File: config.mk
export PLATFORM = sky130hd
export DESIGN_NAME = ysyx_22040088_lsu
export DESIGN_NICKNAME = d
export VERILOG_FILES = /design/src/rtl/ysyx_22040088_lsu_pkg.sv /design/src/rtl/ysyx_22040088_lsu_align.sv /design/src/rtl/ysyx_22040088_lsu.sv
export SDC_FILE = /design/constraint.sdc
export NUM_CORES = 1
export LEC_CHECK = 0
export CORE_MARGIN = 2
export CORE_UTILIZATION = 35
export DETAILED_ROUTE_END_ITERATION = 10
export DONT_BUFFER_PORTS = 1
export GPL_ROUTABILITY_DRIVEN = 0
export GPL_TIMING_DRIVEN = 0
export PLACE_DENSITY = 0.6
export SLEW_MARGIN = 20
export SYNTH_ARGS = -nofsm -noshare
export SYNTH_HDL_FRONTEND = slang
export SYNTH_SLANG_ARGS = --single-unit
File: constraint.sdc
create_clock -name clk -period 3.2 [get_ports clk]
set_input_delay 0.96 -clock clk [delete_from_list [all_inputs] [get_ports clk]]
set_output_delay 0.96 -clock clk [all_outputs]
set_load 0.05 [all_outputs]
File: src/rtl/ysyx_22040088_lsu_pkg.sv
// ============================================================================
// Module   : ysyx_22040088_lsu_pkg
// Brief    : Shared size-mask, load-extension and state encodings for the LSU.
// Revision : 1.0
// ============================================================================
`default_nettype none

package ysyx_22040088_lsu_pkg;

   localparam logic [3:0] MASK_D = 4'b0001;
   localparam logic [3:0] MASK_W = 4'b0010;
   localparam logic [3:0] MASK_H = 4'b0100;
   localparam logic [3:0] MASK_B = 4'b1000;

   localparam int SEL_SIGN = 0;
   localparam int SEL_ZERO = 1;

   typedef enum logic [1:0] {
      S_IDLE = 2'd0,
      S_REQ  = 2'd1,
      S_RSP  = 2'd2,
      S_DONE = 2'd3
   } lsu_state_e;

   // Byte-lane strobe for an access of the given size at offset zero.
   function automatic logic [7:0] size_strobe(input logic [3:0] mask);
      logic [7:0] strb;
      case (mask)
         MASK_D:  strb = 8'hFF;
         MASK_W:  strb = 8'h0F;
         MASK_H:  strb = 8'h03;
         MASK_B:  strb = 8'h01;
         default: strb = 8'h00;
      endcase
      return strb;
   endfunction

endpackage

`default_nettype wire

File: src/rtl/ysyx_22040088_lsu_align.sv
// ============================================================================
// Module   : ysyx_22040088_lsu_align
// Brief    : Store lane shift/strobe generation and load extract/extend.
// Revision : 1.0
// ============================================================================
`default_nettype none

module ysyx_22040088_lsu_align
   import ysyx_22040088_lsu_pkg::*;
(
   input  logic [2:0]  st_off,
   input  logic [3:0]  st_mask,
   input  logic [63:0] st_wdata,
   output logic [63:0] st_wdata_sh,
   output logic [7:0]  st_wstrb,
   input  logic [2:0]  ld_off,
   input  logic [3:0]  ld_mask,
   input  logic [1:0]  ld_sel,
   input  logic [63:0] ld_rdata,
   output logic [63:0] ld_data
);

   logic [63:0] w_ld_sh;
   logic        w_sign;

   always_comb begin
      st_wdata_sh = st_wdata << {st_off, 3'b000};
      st_wstrb    = size_strobe(st_mask) << st_off;
      w_ld_sh     = ld_rdata >> {ld_off, 3'b000};
      w_sign      = ld_sel[SEL_SIGN] & ~ld_sel[SEL_ZERO];
      case (ld_mask)
         MASK_W:  ld_data = {{32{w_sign & w_ld_sh[31]}}, w_ld_sh[31:0]};
         MASK_H:  ld_data = {{48{w_sign & w_ld_sh[15]}}, w_ld_sh[15:0]};
         MASK_B:  ld_data = {{56{w_sign & w_ld_sh[7]}},  w_ld_sh[7:0]};
         default: ld_data = w_ld_sh;
      endcase
   end

endmodule

`default_nettype wire

File: src/rtl/ysyx_22040088_lsu.sv
// ============================================================================
// Module   : ysyx_22040088_lsu
// Brief    : Load/store unit: one 64-bit bus transaction per memory op.
// Revision : 1.0
// ============================================================================
`default_nettype none

module ysyx_22040088_lsu
   import ysyx_22040088_lsu_pkg::*;
#(
   parameter int TIMEOUT = 255
) (
   input  logic        clk,
   input  logic        rst,
   input  logic        in_valid,
   output logic        in_ready,
   input  logic        in_wen,
   input  logic [3:0]  in_mask,
   input  logic [1:0]  in_sel_memdata,
   input  logic [63:0] in_addr,
   input  logic [63:0] in_wdata,
   input  logic [4:0]  in_rd,
   output logic        req_valid,
   input  logic        req_ready,
   output logic        req_wen,
   output logic [63:0] req_addr,
   output logic [63:0] req_wdata,
   output logic [7:0]  req_wstrb,
   input  logic        rsp_valid,
   input  logic [63:0] rsp_rdata,
   output logic        out_valid,
   input  logic        out_ready,
   output logic [63:0] out_rdata,
   output logic [4:0]  out_rd,
   output logic        out_err
);

   localparam logic [7:0] c_timeout = 8'(TIMEOUT);

   lsu_state_e  r_state;
   lsu_state_e  w_state_next;
   logic        r_wen;
   logic [3:0]  r_mask;
   logic [1:0]  r_sel;
   logic [2:0]  r_off;
   logic [7:0]  r_tmo;

   logic        w_mask_ok;
   logic        w_sel_ok;
   logic        w_align_ok;
   logic        w_legal;
   logic        w_tmo_hit;
   logic [63:0] w_st_wdata;
   logic [7:0]  w_st_wstrb;
   logic [63:0] w_ld_data;

   ysyx_22040088_lsu_align u_align (
      .st_off      (in_addr[2:0]),
      .st_mask     (in_mask),
      .st_wdata    (in_wdata),
      .st_wdata_sh (w_st_wdata),
      .st_wstrb    (w_st_wstrb),
      .ld_off      (r_off),
      .ld_mask     (r_mask),
      .ld_sel      (r_sel),
      .ld_rdata    (rsp_rdata),
      .ld_data     (w_ld_data)
   );

   // Doubleword loads need no extension, so any non-zero selector is taken.
   always_comb begin
      w_mask_ok  = 1'b1;
      w_align_ok = 1'b0;
      case (in_mask)
         MASK_D:  w_align_ok = (in_addr[2:0] == 3'b000);
         MASK_W:  w_align_ok = (in_addr[1:0] == 2'b00);
         MASK_H:  w_align_ok = ~in_addr[0];
         MASK_B:  w_align_ok = 1'b1;
         default: w_mask_ok  = 1'b0;
      endcase
      if (in_wen)
         w_sel_ok = 1'b1;
      else if (in_mask == MASK_D)
         w_sel_ok = (in_sel_memdata != 2'b00);
      else
         w_sel_ok = (in_sel_memdata == 2'b01) || (in_sel_memdata == 2'b10);
      w_legal   = w_mask_ok & w_align_ok & w_sel_ok;
      w_tmo_hit = ((r_tmo + 8'd1) == c_timeout);
   end

   always_comb begin
      w_state_next = r_state;
      case (r_state)
         S_IDLE: if (in_valid) w_state_next = w_legal ? S_REQ : S_DONE;
         S_REQ:  if (req_ready) w_state_next = S_RSP;
         S_RSP:  if (rsp_valid || w_tmo_hit) w_state_next = S_DONE;
         S_DONE: if (out_ready) w_state_next = S_IDLE;
         default: w_state_next = S_IDLE;
      endcase
   end

   always_ff @(posedge clk) begin
      if (rst) begin
         r_state   <= S_IDLE;
         in_ready  <= 1'b1;
         req_valid <= 1'b0;
         out_valid <= 1'b0;
         req_wen   <= 1'b0;
         req_addr  <= 64'd0;
         req_wdata <= 64'd0;
         req_wstrb <= 8'd0;
         out_rdata <= 64'd0;
         out_rd    <= 5'd0;
         out_err   <= 1'b0;
         r_wen     <= 1'b0;
         r_mask    <= 4'd0;
         r_sel     <= 2'd0;
         r_off     <= 3'd0;
         r_tmo     <= 8'd0;
      end else begin
         r_state   <= w_state_next;
         in_ready  <= (w_state_next == S_IDLE);
         req_valid <= (w_state_next == S_REQ);
         out_valid <= (w_state_next == S_DONE);
         case (r_state)
            S_IDLE: begin
               if (in_valid) begin
                  r_wen     <= in_wen;
                  r_mask    <= in_mask;
                  r_sel     <= in_sel_memdata;
                  r_off     <= in_addr[2:0];
                  out_rd    <= in_rd;
                  out_rdata <= 64'd0;
                  out_err   <= ~w_legal;
                  if (w_legal) begin
                     req_wen   <= in_wen;
                     req_addr  <= {in_addr[63:3], 3'b000};
                     req_wdata <= in_wen ? w_st_wdata : 64'd0;
                     req_wstrb <= in_wen ? w_st_wstrb : 8'd0;
                  end
               end
            end
            S_REQ: begin
               if (req_ready) r_tmo <= 8'd0;
            end
            S_RSP: begin
               if (rsp_valid)
                  out_rdata <= r_wen ? 64'd0 : w_ld_data;
               else if (w_tmo_hit)
                  out_err <= 1'b1;
               else
                  r_tmo <= r_tmo + 8'd1;
            end
            default: ;
         endcase
      end
   end

endmodule

`default_nettype wire

==> out/results.txt, run 1 <==
Status = finished clean
Area overhead of the layout relative to synthesis = 12.5%
Largest cells by area after synthesis = dfxtp_1, mux2i_1, nand2_1
Count of warnings emitted by yosys = 0
Critical path's largest stage delay = 0.54 ns
Slew of the pin with the lowest slew margin = 0.956 ns
Die span in x = 186 um
Initial standard-cell utilization of the core = 35.6%
Detailed router's first-iteration violation count = 1022
Sum of overflow across all layers after global routing = 0
Slew Limit Fails = 0
Worst endpoint data arrival time = 3.49 ns
Startpoint Class = primary input
Sequential fraction of the synthesis area = 39.2%
Number of distinct library cell variants in the gate-level netlist after synthesis = 63
Vias per cell = 5.88
Kind of critical path = in2reg
Number of buffers created by CTS = 26
Sw frac = 30.6%
Routed Wire Length = 44400 um
Switching power summed over all nets = 2.24 mW
Top cells by count, synth = nand2_1, dfxtp_1, a21oi_1
Area share of the leading cell type in the synthesized netlist = 39.2%
Count of flip-flops with a built-in enable after synthesis = 0
Die H = 186 um
Clock Power Share = 40.7%
Total power density per cell area = 561 nW/um^2
Final total negative setup slack = 0 ns
Maximum fanout encountered on the critical timing path = 10
Max-cap check violation count = 0
Antenna violation net count after detailed routing = 0
Total number of vias = 10900
Cell leakage power = 4.45 nW
Critical path's most frequent cell = nor2_1
Cell-by-cell listing of the critical path = clkbuf_1, or3b_2, nor2_1, inv_1, a21boi_4, nor2_1, clkbuf_4, buf_4, a22o_1
Maximum achievable frequency = 327 MHz
Placed insts = 1810
Setup Slack @ Placement = -0.648 ns
CP Capture Type = flop
Detailed-route wire length per cell = 23.9 um
Cell at the slowest stage of the critical path = or3b_2
CTS tree = built
Standard cell core area = 32600 um^2
Site Rows = 66
Post-synthesis cell type with the largest combined area = dfxtp_1
Post-detailed-route DRC marker count = 0
Number of register bits inferred by synthesis = 227
Area of the mapped netlist = 11600 um^2
H-tree depth reported by CTS = 1
Count of nets after finishing = 1612
Root buffer cell = clkbuf_16
Type of the most critical hold path = reg2reg
Global-route usage over all layers = 24.4%
Clock edge transition at the registers on the reported setup and hold paths = 0.06 ns
Antenna violations before repair = 1
Final HPWL from detailed placement = 34000 um
Maximum vdd ir drop = 0.515 mV
Total iterations of the first detailed-routing run = 6
Clock insertion delay at the later pin of the skew report = 0.54 ns
Headroom to the max-slew limit = 36.3%
Die area = 34600 um^2
Required @ worst endpoint = 3.63 ns
Proportion of layout cells with a drive suffix above 1 = 9.10%
Count of input and output buffers = 0
CTS Sinks = 227
Clock Skews = 0.0170 ns
Internal power = 5.08 mW
Setup slack of the critical path after layout = 0.139 ns
Sequential group share of total power = 43.7%
Most repeated cell in the gate-level netlist after synthesis = nand2_1
I/O pins = 420
Count of non-filler cells in the finished layout = 1861
Global-route wire length before repair = 64200 um
Crit share post-route = 95.7%
Combinational cell fraction of total power = 15.6%
Final setup violation count = 0
Setup repair after global routing missed its margin = false
Final Hold Vio Count = 0
Largest net degree at the start of global routing = 14
Final critical delay including setup and external delays = 3.06 ns
Proportion of synthesized flip-flops having asynchronous set or reset = 0%
CTS Buffer Depth = 3
Post-Syn Instances = 1366
Predominant post-synthesis flop cell = dfxtp_1
Vias in the first global route = 10300
Synthesized area per cell = 8.50 um^2
Utilization after layout = 40.0%
==> worst paths after layout <==
kind | start | end | slack, ns | depth (start not counted)
setup / recovery | in_mask[2] | req_wdata[18] | 0.14 | 9
hold / removal | r_sel[0] | r_sel[0] | 0.45 | 2
setup reg to reg | r_off[1] | out_rdata[53] | 0.26 | 9
hold reg to reg | r_sel[0] | r_sel[0] | 0.45 | 2
==> kinds of logic after synthesis <==
family	count (synthesis)	synth area share, %
AOI/OAI and AO/OA	422	23.2
xor gates and xnor gates	2	0.151
adders and majority gates	3	0.323
buffers and inverters	133	4.81
DFF	227	39.2
muxes	143	15.4
other	1	0.0323
and+or+nand+nor	435	17.0
==> metal layers <==
layer | share of wire (%) | vias to the layer above | GRT usage (%)
met2 | 45 | 707 | 39.1
met5 | 0 | - | 0
met4 | 4.5 | 0 | 9.92
met1 | 38 | 5118 | 29.7
li1 | - | 4975 | -
met3 | 12 | 138 | 8.51
==> flip-flops by register name, indices dropped and copies added (netlist names) <==
| register | count |
|---|---|
| in_ready | 1 |
| out_err | 1 |
| out_rd | 5 |
| out_rdata | 64 |
| out_valid | 1 |
| r_mask | 4 |
| r_off | 3 |
| r_sel | 2 |
| r_state | 2 |
| r_tmo | 8 |
| r_wen | 1 |
| req_addr | 61 |
| req_valid | 1 |
| req_wdata | 64 |
| req_wen | 1 |
| req_wstrb | 8 |
==> final cells by class <==
class                           instances  area (um^2)
Clock buffer                           36          738
Clock inverter                         11          119
Buffer                                125          532
Tap cell                              442          553
Timing Repair Buffer                    3         22.5
Fill cell                            3341        19600
Multi-Input combinational cell       1008         6520
Antenna cell                            1         2.50
Sequential cell                       227         4540
Inverter                                8         30.0
==> through the flow <==
stage / cell area [um^2] / hold WS [ns] / total power, mW
finish: 13100 / 0.454 / 7.33
global route: 13100 / 0.482 / 7.60
CTS: 13000 / 0.458 / 7.36
detailed placement: 12200 / 0.450 / 4.38
global placement: 12200 / 0.443 / 4.36
floorplan: 11600 / 0.432 / 4.04
==> layout by cell type (no fill, tap or decap), types with 4 or more instances in the layout <==
master	instances
nand2_1	231
mux2i_1	105
o2bb2ai_1	36
nand3_1	6
o22ai_1	9
o21ai_0	89
nor2_1	83
or3_1	7
or2_2	6
nand3b_1	12
buf_1	14
or3b_2	4
buf_2	16
o31ai_1	10
dfxtp_1	227
a31oi_1	11
and2_1	4
a22o_1	34
clkbuf_16	26
nor2b_1	36
a21oi_1	153
and3_1	8
clkbuf_8	5
nand2b_1	8
clkinv_2	7
a211oi_1	40
mux2_2	11
nor3_1	16
buf_4	13
clkbuf_1	88
inv_1	8
a221oi_1	8
o21a_1	10
mux4_2	27
==> worst max-delay path: cells and delay by family <==
kind	cells	cell delay [ns]
AOI/OAI and AO/OA	2	0.67
buffers and inverters	4	0.89
and+or+nand+nor	3	0.95
==> power by group through the flow <==
stage               clock [mW]  sequential (mW)  combinational (mW)
global route              3.15             3.21                1.24
finish                    2.98             3.20                1.14
detailed placement           0             3.27                1.11
floorplan                    0             3.24               0.804
global placement             0             3.26                1.10
CTS                       3.04             3.20                1.12
==> repair_timing <==
action	4_1_cts	5_1_grt
setup endpoints to repair	60	10
setup buffers	0	3
gates resized for setup	2	3
hold buffers	0	0
pin swaps	0	1
Note: power is estimated with default switching activity, not from simulation.
==> run 2: changes to the inputs <==
--- a/config.mk
+++ b/config.mk
@@ -16,3 +16,4 @@
 export SYNTH_ARGS = -nofsm -noshare
 export SYNTH_HDL_FRONTEND = slang
 export SYNTH_SLANG_ARGS = --single-unit
+export TNS_END_PERCENT = 20
==> out/results.txt, run 2 (same netlist as run 1, synthesis figures left out) <==
Vias in the first global route = 10300 (unchanged)
Instance area after placement = 12200 um^2 (unchanged)
Status = finished clean
Die H = 186 um (unchanged)
Detailed-route wire length per cell = 23.8 um (about the same)
Antenna violations before repair = 1 (unchanged)
Standard cell core area = 32600 um^2 (unchanged)
H-tree depth reported by CTS = 1 (unchanged)
Headroom to the max-slew limit = 36.3% (unchanged)
Required @ worst endpoint = 3.63 ns (about the same)
Combinational cell fraction of total power = 15.6% (about the same)
Clock Power Share = 40.7% (about the same)
Vias per cell = 5.87 (-0.18%)
Cell family with the largest share of critical-path delay = simple AND/OR/NAND/NOR gates
Overall Power = 7.32 mW (about the same)
Post-route cell area = 13100 um^2 (about the same)
Die area = 34600 um^2 (unchanged)
Worst endpoint data arrival time = 3.49 ns (about the same)
Die span in x = 186 um (unchanged)
Count of buffering cells on the critical path with inverters included = 4 (unchanged)
Total power density per cell area = 561 nW/um^2 (about the same)
Setup repair after global routing missed its margin = true
Kind of critical path = in2reg
Crit share post-route = 95.7% (unchanged)
Final Hold Vio Count = 0 (unchanged)
Maximum vdd ir drop = 0.515 mV (unchanged)
Cell-by-cell listing of the critical path = clkbuf_1, or3b_2, nor2_1, inv_1, a21boi_4, nor2_1, clkbuf_4, buf_4, a22o_1
Internal power = 5.08 mW (about the same)
Clock Skews = 0.0163 ns (-0.000772 ns)
Type of the most critical hold path = reg2reg
Sequential group share of total power = 43.7% (about the same)
Count of nets after finishing = 1612 (unchanged)
I/O pins = 420 (unchanged)
Largest net degree at the start of global routing = 14 (unchanged)
Routed Wire Length = 44400 um (about the same)
Startpoint Class = primary input
Total iterations of the first detailed-routing run = 6 (unchanged)
Count of input and output buffers = 0 (unchanged)
Proportion of layout cells with a drive suffix above 1 = 9.03% (-0.071 points)
Slew of the pin with the lowest slew margin = 0.956 ns (unchanged)
Commonest cells after routing, fill and taps aside = nand2_1, dfxtp_1, a21oi_1
Number of buffers added to fix hold violations after cts = 0 (unchanged)
Global-route wire length before repair = 64200 um (unchanged)
Setup slack, reg-to-reg = 0.26 ns (about the same)
Initial standard-cell utilization of the core = 35.6% (unchanged)
Final HPWL from detailed placement = 34000 um (unchanged)
Number of buffers created by CTS = 26 (unchanged)
Site Rows = 66 (unchanged)
Setup Slack @ Placement = -0.648 ns (unchanged)
Sum of overflow across all layers after global routing = 0 (unchanged)
CTS tree = built
Hold Slack = 0.454 ns (+0.00000200 ns)
CTS Buffer Depth = 3 (unchanged)
Count of non-filler cells in the finished layout = 1861 (unchanged)
Global-route usage over all layers = 24.4% (unchanged)
Clock edge transition at the registers on the reported setup and hold paths = 0.06 ns (about the same)
Slew Limit Fails = 0 (unchanged)
Critical path's largest stage delay = 0.54 ns (about the same)
Maximum achievable frequency = 327 MHz (unchanged)
Max-cap check violation count = 0 (unchanged)
Placed insts = 1810 (unchanged)
Root buffer cell = clkbuf_16
Cell leakage power = 4.44 nW (about the same)
CP Capture Type = flop
Maximum fanout encountered on the critical timing path = 10 (unchanged)
Final setup violation count = 0 (unchanged)
Area overhead of the layout relative to synthesis = 12.5% (about the same)
Most common library cell in the layout ignoring fill and taps = nand2_1
Antenna violation net count after detailed routing = 0 (unchanged)
Clock insertion delay at the later pin of the skew report = 0.54 ns (about the same)
Detailed router's first-iteration violation count = 1016 (-0.59%)
CTS Sinks = 227 (unchanged)
Cell at the slowest stage of the critical path = or3b_2
Post-detailed-route DRC marker count = 0 (unchanged)
Critical path's most frequent cell = nor2_1
Total number of vias = 10900 (-0.18%)
Setup slack of the critical path after layout = 0.139 ns (unchanged)
Final critical delay including setup and external delays = 3.06 ns (unchanged)
Switching power summed over all nets = 2.24 mW (about the same)
Sw frac = 30.6% (about the same)
Top Registers = out_rdata: 64 flops, req_wdata: 64 flops, req_addr: 61 flops
run 2: cell counts in the layout (fill, tap and decap cells not counted):
No cell type changed its count.
run 2: worst register-to-register path: stages (launching register included):
cell,delay [ns]
dfxtp_1,0.30
buf_2,0.18
buf_2,0.26
mux2i_1,0.31
mux2i_1,0.12
mux2_2,0.30
a41o_1,0.37
nor4_4,0.42
clkbuf_1,0.39
o21ai_0,0.17
run 2: metrics by stage:
stage	TNS, ns	utilization [%]
final	0	40.0
after global routing	-0.000435	40.0
after CTS	0	40.0
after detailed placement	-72.03	37.3
after global placement	-65.88	37.3
after floorplan	0	-
run 2: layout make-up:
| class | count | area (um^2) |
|---|---|---|
| diodes | 1 | 2.50 |
| plain buffers | 125 | 531 |
| flip-flops and latches | 227 | 4540 |
| clock buffers | 36 | 738 |
| fillers | 3341 | 19600 |
| inverters | 8 | 30.0 |
| clock inverters | 11 | 119 |
| multi-input cells | 1008 | 6520 |
| repair buffers | 3 | 22.5 |
| well taps | 442 | 553 |
run 2: repair_timing:
action,in CTS,in global routing
setup endpoints to repair,60,10
setup buffers,0,3
pin swaps,0,1
gates resized for setup,2,1
gates cloned,0,0
run 2: power groups by stage:
stage               clock [mW]  combinational (mW)  sequential (mW)
floorplan                    0               0.804             3.24
global placement             0                1.10             3.26
detailed placement           0                1.11             3.27
CTS                       3.04                1.12             3.20
global route              3.15                1.24             3.21
finish                    2.98                1.14             3.20
run 2: metal layers:
metal	share of wire, %	track usage, %
met3	12	8.51
met4	4.4	9.92
met5	0	0
met1	38	29.7
met2	45	39.1
run 2: final timing paths:
kind | from | end | cells after the start
hold / removal | r_sel[0] | r_sel[0] | 2
setup / recovery | in_mask[2] | req_wdata[18] | 9
setup reg to reg | r_off[1] | out_rdata[53] | 9
hold reg to reg | r_sel[0] | r_sel[0] | 2
==> run 3: changes to the inputs <==
--- a/config.mk
+++ b/config.mk
@@ -7,6 +7,7 @@
 export LEC_CHECK = 0
 export CORE_MARGIN = 2
 export CORE_UTILIZATION = 35
+export CTS_CLUSTER_SIZE = 10
 export DETAILED_ROUTE_END_ITERATION = 10
 export DONT_BUFFER_PORTS = 1
 export GPL_ROUTABILITY_DRIVEN = 0
==> out/results.txt, run 3 (same netlist as run 1, synthesis figures left out) <==
Die area = 34600 um^2 (unchanged)
Max-cap check violation count = 0 (unchanged)
Crit share post-route = 96.8% (+1.1 points)
Final total negative setup slack = 0 ns (unchanged)
Setup slack of the critical path after layout = 0.103 ns (-0.0363 ns)
GRT busiest layer = met2
Number of buffers created by CTS = 28 (+7.7%)
Sequential cell area = 4540 um^2 (unchanged)
Setup Slack @ Placement = -0.648 ns (unchanged)
Proportion of layout cells with a drive suffix above 1 = 8.72% (-0.30 points)
Initial standard-cell utilization of the core = 35.6% (unchanged)
Kind of critical path = in2reg
Final critical delay including setup and external delays = 3.10 ns (+0.0363 ns)
Sw frac = 29.9% (-0.72 points)
Routed Wire Length = 44700 um (+0.71%)
Cell at the slowest stage of the critical path = or4b_1
Count of input and output buffers = 0 (unchanged)
H-tree depth reported by CTS = 1 (unchanged)
Top Registers = out_rdata: 64 flops, req_wdata: 64 flops, req_addr: 61 flops
Maximum achievable frequency = 323 MHz (-1.2%)
Type of the most critical hold path = reg2reg
Cell family with the largest share of critical-path delay = simple AND/OR/NAND/NOR gates
CTS Buffer Depth = 3 (unchanged)
Sum of overflow across all layers after global routing = 0 (unchanged)
Cell-by-cell listing of the critical path = clkbuf_1, or4b_1, a221oi_2, nor2_1, a21boi_4, nor2_1, buf_2, buf_4, a22o_1
Maximum fanout encountered on the critical timing path = 10 (unchanged)
Die span in x = 186 um (unchanged)
Instance area after placement = 12200 um^2 (unchanged)
Most common library cell in the layout ignoring fill and taps = nand2_1
Detailed-route wire length per cell = 24.1 um (+1.1%)
GR Layer Usage met2 = 40.0% (+0.86 points)
Global-route wire length before repair = 64700 um (+0.74%)
Antenna violations before repair = 2 (+1)
Internal power = 5.19 mW (+2.2%)
Vias in the first global route = 10400 (+0.23%)
Global-route usage over all layers = 24.6% (+0.20 points)
Area occupied by multi-input gates = 6520 um^2 (unchanged)
Count of nets after finishing = 1614 (+0.12%)
Headroom to the max-slew limit = 36.2% (-0.11 points)
Largest net degree at the start of global routing = 14 (unchanged)
Total iterations of the first detailed-routing run = 5 (-1)
Required @ worst endpoint = 3.68 ns (+0.05 ns)
Combinational cell fraction of total power = 15.4% (-0.2 points)
Final setup violation count = 0 (unchanged)
Startpoint Class = primary input
Number of buffers added to fix hold violations after cts = 0 (unchanged)
Total number of vias = 11000 (+0.67%)
Status = finished clean
Count of buffering cells on the critical path with inverters included = 3 (-1)
Site Rows = 66 (unchanged)
Fillers = 3331 (-0.30%)
Slew Limit Fails = 0 (unchanged)
Cell leakage power = 4.45 nW (about the same)
Met3 Usage GRT = 9.02% (+0.51 points)
Die H = 186 um (unchanged)
Switching power summed over all nets = 2.21 mW (-1.3%)
I/O pins = 420 (unchanged)
Root buffer cell = clkbuf_16
Global routing met1 resource utilization = 29.6% (-0.12 points)
CTS tree = built
Detailed router's first-iteration violation count = 967 (-4.8%)
Post-route cell area = 13100 um^2 (about the same)
Sequential group share of total power = 43.3% (-0.4 points)
Vias per cell = 5.93 (+1.0%)
Maximum vdd ir drop = 0.445 mV (-14%)
Final HPWL from detailed placement = 34000 um (unchanged)
Clock edge transition at the registers on the reported setup and hold paths = 0.06 ns (about the same)
Standard cell core area = 32600 um^2 (unchanged)
CTS Sinks = 227 (unchanged)
Area overhead of the layout relative to synthesis = 12.6% (about the same)
Post-detailed-route DRC marker count = 0 (unchanged)
Total power density per cell area = 567 nW/um^2 (+1.0%)
CP Capture Type = flop
Critical path's most frequent cell = nor2_1
Clock Skews = 0.0147 ns (-0.00155 ns)
Slew of the pin with the lowest slew margin = 0.957 ns (+0.00169 ns)
Commonest cells after routing, fill and taps aside = nand2_1, dfxtp_1, a21oi_1
Clock insertion delay at the later pin of the skew report = 0.54 ns (about the same)
Worst endpoint data arrival time = 3.58 ns (+0.09 ns)
Clock Power Share = 41.3% (+0.6 points)
Final Hold Vio Count = 0 (unchanged)
Antenna violation net count after detailed routing = 0 (unchanged)
Critical path's largest stage delay = 0.65 ns (+0.11 ns)
run 3: path summary, 6_finish.rpt:
path	start	end	slack [ns]	depth (start not counted)
worst max-delay path	in_mask[2]	req_wdata[19]	0.10	9
worst min-delay path	r_sel[0]	r_sel[0]	0.45	2
worst max register to register	r_off[1]	out_rdata[53]	0.29	9
worst min register to register	r_sel[0]	r_sel[0]	0.45	2
run 3: power by group through the flow:
stage / Combinational, mW / Sequential (mW) / Clock [mW]
2_1_floorplan: 0.804 / 3.24 / 0
3_3_place_gp: 1.10 / 3.26 / 0
3_5_place_dp: 1.11 / 3.27 / 0
4_1_cts: 1.12 / 3.21 / 3.12
5_1_grt: 1.24 / 3.21 / 3.21
6_report: 1.14 / 3.20 / 3.06
run 3: area by class of cell:
class / instances / share of cell area [%]
Antenna cell: 2 / 0.0383
Buffer: 125 / 4.04
Clock buffer: 36 / 6.14
Clock inverter: 3 / 0.498
Inverter: 8 / 0.230
Multi-Input combinational cell: 1008 / 49.9
Sequential cell: 227 / 34.8
Tap cell: 442 / 4.23
Timing Repair Buffer: 3 / 0.172
run 3: stage by stage:
step / instances / utilization (%) / power (mW) / hold WS, ns
floorplan: 1368 / - / 4.04 / 0.432
global placement: 1810 / 37.3 / 4.36 / 0.443
detailed placement: 1810 / 37.3 / 4.38 / 0.450
CTS: 1849 / 40.0 / 7.45 / 0.458
global route: 1852 / 40.1 / 7.67 / 0.481
finish: 1854 / 40.1 / 7.41 / 0.455
run 3: per-layer routing:
| layer | wire, um | vias up |
|---|---|---|
| li1 | - | 4972 |
| met1 | 16900 | 5177 |
| met2 | 20400 | 706 |
| met3 | 5500 | 136 |
| met4 | 1810 | 0 |
| met5 | 0 | - |
run 3: worst min-delay path: stages, from the launching register on:
cell and delay (ns):
dfxtp_1 0.30, nand2_1 0.05, a21oi_1 0.05
run 3: repair_timing:
action	4_1_cts	5_1_grt
gates resized for setup	1	1
endpoints found under the setup margin	60	60
endpoints found under the hold margin	0	0
buffers inserted	0	3
pin swaps	0	1
